$ cat src/rtl/conv_seq_pkg.sv
// Shared types and constants for the convg8 frame sequencer.
package conv_seq_pkg;

    typedef enum logic [2:0] {
        IDLE,
        CLEAR,
        RUN,
        FLUSH,
        DRAIN
    } state_t;

    localparam int ROWEND_FIRST_BIT = 0;
    localparam int ROWEND_LAST_BIT  = 1;

    function automatic int beats_per_row(input int im_len, input int parallel_units);
        return im_len / parallel_units;
    endfunction

endpackage

$ cat src/rtl/conv_seq_cnt.sv
// Column/row beat counter for the sequencer; steps on each datapath advance.
module conv_seq_cnt #(
    parameter  int COLS    = 2,
    parameter  int ROW_MAX = 4,
    localparam int COL_W   = (COLS > 1) ? $clog2(COLS) : 1,
    localparam int ROW_W   = $clog2(ROW_MAX + 1)
) (
    input  logic             clk,
    input  logic             res,
    input  logic             en,
    input  logic             clr,
    output logic [COL_W-1:0] col,
    output logic [ROW_W-1:0] row,
    output logic             col_wrap
);

    assign col_wrap = en & (col == COL_W'(COLS - 1));

    always_ff @(posedge clk or posedge res) begin
        if (res) begin
            col <= '0;
            row <= '0;
        end else if (clr) begin
            col <= '0;
            row <= '0;
        end else if (en) begin
            if (col_wrap) begin
                col <= '0;
                row <= row + 1'b1;
            end else begin
                col <= col + 1'b1;
            end
        end
    end

endmodule

$ cat src/rtl/conv_seq_ctrl.sv
// Frame sequencer driving the convg8 datapath: clear, run, bottom-pad flush, drain.
// Optional CONV_SEQ_ABORT_EN adds an abort input that clears and returns to IDLE.
module conv_seq_ctrl
    import conv_seq_pkg::*;
#(
    parameter int IM_LEN            = 520,
    parameter int IM_HEIGHT         = 520,
    parameter int NO_PARALLEL_UNITS = 4
) (
    input  logic       clk,
    input  logic       res,
`ifdef CONV_SEQ_ABORT_EN
    input  logic       abort,
`endif
    input  logic       start,
    input  logic       in_valid,
    output logic       in_ready,
    input  logic       out_ready,
    output logic       out_valid,
    output logic       clrbuffer,
    output logic [1:0] rowend,
    output logic       stall,
    output logic       busy,
    output logic       done
);

    localparam int B       = beats_per_row(IM_LEN, NO_PARALLEL_UNITS);
    localparam int LAT     = B + 1;
    localparam int TOTAL   = IM_HEIGHT * B + LAT;
    localparam int CNT_W   = $clog2(TOTAL);
    localparam int ROW_MAX = IM_HEIGHT + 2;
    localparam int COL_W   = (B > 1) ? $clog2(B) : 1;
    localparam int ROW_W   = $clog2(ROW_MAX + 1);

    generate
        if ((IM_LEN % NO_PARALLEL_UNITS) != 0) begin : g_len_check
            $error("IM_LEN must be a multiple of NO_PARALLEL_UNITS");
        end
    endgenerate

    state_t             state, state_nxt;
    logic               adv, hold, hs, active, abort_act, to_idle;
    logic               cnt_clr, col_wrap, last_in, last_flush;
    logic [CNT_W-1:0]   adv_cnt;
    logic [COL_W-1:0]   col;
    logic [ROW_W-1:0]   row;

`ifdef CONV_SEQ_ABORT_EN
    assign abort_act = abort & (state != IDLE);

    // Remembers that the CLEAR cycle in progress was forced by abort.
    always_ff @(posedge clk or posedge res) begin
        if (res)
            to_idle <= 1'b0;
        else if (abort_act)
            to_idle <= 1'b1;
        else if (state == CLEAR)
            to_idle <= 1'b0;
    end
`else
    assign abort_act = 1'b0;
    assign to_idle   = 1'b0;
`endif

    assign hs        = out_valid & out_ready;
    assign hold      = out_valid & ~out_ready;
    assign adv       = ~hold & ~abort_act & (((state == RUN) & in_valid) | (state == FLUSH));
    assign in_ready  = (state == RUN) & ~hold & ~abort_act;
    assign stall     = ~adv;
    assign busy      = (state != IDLE);
    assign clrbuffer = (state == CLEAR);
    assign active    = (state == RUN) | (state == FLUSH);
    assign cnt_clr   = (state == IDLE) | (state == CLEAR) | abort_act;

    // rowend is active-low per bit and reads 00 whenever the datapath is not stepping a frame.
    assign rowend[ROWEND_LAST_BIT]  = active & (col != COL_W'(B - 1));
    assign rowend[ROWEND_FIRST_BIT] = active & (col != '0);

    assign last_in    = (state == RUN) & col_wrap & (row == ROW_W'(IM_HEIGHT - 1));
    assign last_flush = (state == FLUSH) & adv & (adv_cnt == CNT_W'(TOTAL - 1));

    conv_seq_cnt #(
        .COLS    (B),
        .ROW_MAX (ROW_MAX)
    ) u_cnt (
        .clk      (clk),
        .res      (res),
        .en       (adv),
        .clr      (cnt_clr),
        .col      (col),
        .row      (row),
        .col_wrap (col_wrap)
    );

    always_comb begin
        state_nxt = state;
        case (state)
            IDLE:    if (start) state_nxt = CLEAR;
            CLEAR:   state_nxt = to_idle ? IDLE : RUN;
            RUN:     if (last_in) state_nxt = FLUSH;
            FLUSH:   if (last_flush) state_nxt = DRAIN;
            DRAIN:   if (hs) state_nxt = IDLE;
            default: state_nxt = IDLE;
        endcase
        if (abort_act)
            state_nxt = CLEAR;
    end

    always_ff @(posedge clk or posedge res) begin
        if (res) begin
            state     <= IDLE;
            done      <= 1'b0;
            out_valid <= 1'b0;
            adv_cnt   <= '0;
        end else begin
            state <= state_nxt;
            done  <= (state == DRAIN) & hs & ~abort_act;
            // The first LAT advances only prime the line buffers.
            if (abort_act)
                out_valid <= 1'b0;
            else if (adv && (adv_cnt >= CNT_W'(LAT)))
                out_valid <= 1'b1;
            else if (hs)
                out_valid <= 1'b0;
            if (cnt_clr)
                adv_cnt <= '0;
            else if (adv)
                adv_cnt <= last_flush ? '0 : adv_cnt + 1'b1;
        end
    end

endmodule

$ cat config.mk
export PLATFORM = sky130hd
export DESIGN_NAME = conv_seq_ctrl
export DESIGN_NICKNAME = d
export VERILOG_FILES = /design/src/rtl/conv_seq_pkg.sv /design/src/rtl/conv_seq_cnt.sv /design/src/rtl/conv_seq_ctrl.sv
export SDC_FILE = /design/constraint.sdc
export NUM_CORES = 1
export LEC_CHECK = 0
export CORE_UTILIZATION = 30
export DETAILED_ROUTE_END_ITERATION = 16
export GPL_TIMING_DRIVEN = 0
export HOLD_SLACK_MARGIN = 0.12
export PLACE_DENSITY = 0.43
export SYNTH_ARGS = -nofsm -noshare
export SYNTH_HDL_FRONTEND = slang
export SYNTH_SLANG_ARGS = --single-unit
$ cat constraint.sdc
create_clock -name clk -period 4.9 [get_ports clk]
set_input_delay 0.49 -clock clk [delete_from_list [all_inputs] [get_ports clk]]
set_output_delay 0.49 -clock clk [all_outputs]
set_load 0.005 [all_outputs]
==> impl_results.md <==
* Outcome: finished clean
* Number of antenna violations at the first check in global routing at 0
* Layout fillers at just over 700
* Footprint of the multi-input gates at around 0.0011 mm^2
* Number of nets in the layout at about 270
* Number of warning messages in the yosys log at 0
* Number of buffers inserted to repair setup after CTS at 0
* Worst rel slew slack at about three fifths
* Final TNS setup at 0 ns
* Max-slew violation total from the final report at 0
* Final setup fails at 0
* Worst Reg-to-Reg Cells at 8
* Type of the setup path with the least slack: input port to output pin
* Final GP Congestion at approximately 0.77
* Reg-to-reg slack, setup at 2.60 ns
* Total of hold buffers inserted after clock tree synthesis at 0
* Top post-synthesis cells by count: sky130_fd_sc_hd__nor2_1 (41), sky130_fd_sc_hd__dfrtp_1 (40), sky130_fd_sc_hd__nand3_1 (19)
* Setup repair after global routing missed its margin: no
* Clock insertion delay at the later pin of the skew report at between 0.2 and 0.3 ns
* F_max at between 0.3 and 0.4 GHz
* Netlist cell types at between 40 and 50
* Worst hold margin at 0.450 ns
* Wire length of the first global-routing pass at around 8600 um
* Register area share after synthesis at a little under half
* Via density at around 5
* Top flip-flop cell by instance count after synthesis: sky130_fd_sc_hd__dfrtp_1
* Cell types with the largest area share after synthesis: sky130_fd_sc_hd__dfrtp_1 (45%), sky130_fd_sc_hd__nor2_1 (7.0%), sky130_fd_sc_hd__xor2_1 (6.4%), sky130_fd_sc_hd__xnor2_1 (6.0%), sky130_fd_sc_hd__nand3_1 (4.3%)
* Met2 track demand over resource in global routing at 22.5%
* Clk pin slew, worst setup/hold paths at 0.07 ns
* Final hold violation count at 0
* Number of clock buffers inserted by TritonCTS at 5
* Static leakage at 1.07 nW
* Post-CTS Resized at 0
* Number of max-cap violations at 0
* Syn nets at 249
* Initial core utilization at a little under a third
* H-tree lvl count at 2
* Post-synthesis to final-layout area growth at 15.0%
* Cell with the largest stage delay on the worst path: sky130_fd_sc_hd__nor3_2
* Vias in the first global route at 1,713
* GRT Overall Usage at around 15%
* Clock tree from TritonCTS: yes
* CP cell instances: clkdlybuf4s50_1 > nor2b_1 > nor3_2 > inv_1 > buf_2 > clkdlybuf4s50_1
* Count of nets left with antenna violations after detail routing at 0
* Synthesis-stage register bit count at 40
* Detailed-router iteration count before antenna repair at 4
* Row Count at 30
* Sink Count at 40
* Library cell with the largest summed area after synthesis: sky130_fd_sc_hd__dfrtp_1
* Maximum number of pins on one net before global-route repair at 31
* HPWL after detailed placement at between 3000 and 4000 um
* Count of vias placed by the detailed router at roughly 1,700
* Pwr Density at approximately 330 mW/mm^2
* Worst-Margin Slew at approximately 0.57 ns
* Remaining design rule violation count at 0
* WP data required at ~4.4 ns
* Routing layer with the top usage in global route: met2
* Tmin final at around 2.9 ns
* Wire length reported by the detailed router at 5180 um
* Max incr delay on CP at 0.51 ns
* Diodes inserted at 0
* I/O Buffers at 12
* Most frequent cell after synthesis: sky130_fd_sc_hd__nor2_1
* Clock Path Buffers at 2
* Startpoint of the most critical register-to-register path: state[1]$_DFFE_PP0P_
* CTS root buf: sky130_fd_sc_hd__clkbuf_8
* Total Die Area at just under 0.008 mm^2
* Worst setup skew after layout at about 0.0047 ns
* Met1 global-route usage at a little over a fifth
* Post-route clock period utilization at 59.4%
* Die height at a little under 90 um
* Total standard cell area after synthesis at around 0.0022 mm^2
* Element type at the critical path end: output pin
* Total design power at just over 0.8 mW
* Register area at between 0.001 and 0.0015 mm^2
* Sum of overflow across all layers after global routing at 0
* Critical-path maximum fanout at 10
* Worst path arrival time at about 2.4 ns
* Startpoint class of the critical path: input port
* Number of enable flip-flop cells after synthesis at 0
* Layout cell share with drive strength beyond 1 at between 5 and 6%
* Drt wl/cell at about 15 um
* Width of the die at 87.7 um
* Fraction of registers with async set/reset at 100%
* Path category of the worst min-delay check: input port to async pin
* FF-to-FF End: u_cnt.row[9]$_DFFE_PP0P_
* M3 GR Usage at 2.83%
* Number of standard cells after synthesis at 238
* IO Pins at 13
* Avg Cell Area, Syn at between 9 and 10 um^2
* Most numerous cell on the critical path: sky130_fd_sc_hd__clkdlybuf4s50_1
* Placeable Area at between 0.006 and 0.007 mm^2
* Worst voltage drop across the vdd grid at roughly 0.14 mV
* Top-area cell type share of the netlist area at a little under half
* Violation count after the first detailed-route iteration at 86
[layout by cell type (no fill, tap or decap), types with 2 or more instances in the layout]
cell	synthesis	layout
sky130_fd_sc_hd__nor2_1	41	41
sky130_fd_sc_hd__dfrtp_1	40	40
sky130_fd_sc_hd__o21ai_0	2	2
sky130_fd_sc_hd__nor4b_1	2	2
sky130_fd_sc_hd__nor3_1	12	12
sky130_fd_sc_hd__a21oi_1	2	2
sky130_fd_sc_hd__clkbuf_1	5	5
sky130_fd_sc_hd__and4_1	2	2
sky130_fd_sc_hd__and3_1	5	5
sky130_fd_sc_hd__xnor2_1	15	15
sky130_fd_sc_hd__inv_1	6	5
sky130_fd_sc_hd__xor2_1	16	16
sky130_fd_sc_hd__and2_1	3	3
sky130_fd_sc_hd__nand2_1	17	17
sky130_fd_sc_hd__a31oi_1	2	2
sky130_fd_sc_hd__buf_2	2	2
sky130_fd_sc_hd__ha_1	6	6
sky130_fd_sc_hd__o21ai_1	2	2
sky130_fd_sc_hd__nand3b_1	2	2
sky130_fd_sc_hd__nand3_1	19	19
sky130_fd_sc_hd__nor4_1	7	7
sky130_fd_sc_hd__clkbuf_8	0	5
sky130_fd_sc_hd__clkdlybuf4s50_1	0	12
sky130_fd_sc_hd__nand4_1	11	11
[kinds of logic after synthesis]
| kind of cell | synth area share, % |
|---|---|
| XOR/XNOR | 12.3 |
| multiplexers | 0.455 |
| AND/OR/NAND/NOR | 30.9 |
| AO/OA/AOI/OAI | 4.09 |
| buffers and inverters | 3.35 |
| adder cells (fa/ha/maj) | 3.41 |
| flip-flops | 45.5 |
[through the flow]
stage	util (%)	cell area, um^2	setup WS, ns	cells
detailed placement	35.4	2460	1.99	347
global route	36.4	2530	1.88	352
global placement	35.2	2440	1.97	346
finish	36.4	2530	1.99	352
floorplan	-	2200	2.81	238
CTS	36.4	2530	1.99	352
[power by group]
group / total (mW) / leakage (nW) / internal, mW / switching, mW
Sequential: 0.444 / 0.517 / 0.378 / 0.0664
Combinational: 0.180 / 0.519 / 0.0842 / 0.0962
Clock: 0.201 / 0.0359 / 0.0919 / 0.109
[flip-flops by register name, indices dropped and copies added (netlist names)]
signal / count
adv_cnt: 17
done: 1
out_valid: 1
state: 3
u_cnt.col: 8
u_cnt.row: 10
[metal layers]
layer  vias up  part of all wire [%]
met5         -                     0
met4         0                  0.37
met3         3                   2.2
met2        19                    44
met1       825                    53
li1        864                     -
[critical path, delay by kind of cell]
family,cells,cell delay (ns)
buffers and inverters,4,1.30
AND/OR/NAND/NOR,2,0.62
[final cells by class]
class	instances	area share, %
Buffer	9	2.03
Clock buffer	5	2.72
Inverter	6	0.890
Multi-Input combinational cell	183	44.5
Sequential cell	40	39.6
Tap cell	96	4.75
Timing Repair Buffer	13	5.54
[how the worst max path moves through the flow]
| stage | start | end | cells past startpoint |
|---|---|---|---|
| floorplan | adv_cnt[2]$_DFFE_PP0P_ | adv_cnt[3]$_DFFE_PP0P_ | 7 |
| global placement | out_ready | stall | 6 |
| detailed placement | out_ready | stall | 6 |
| CTS | out_ready | stall | 6 |
| global route | out_ready | stall | 6 |
| finish | out_ready | stall | 6 |
Power figures use the tool's default switching activity.
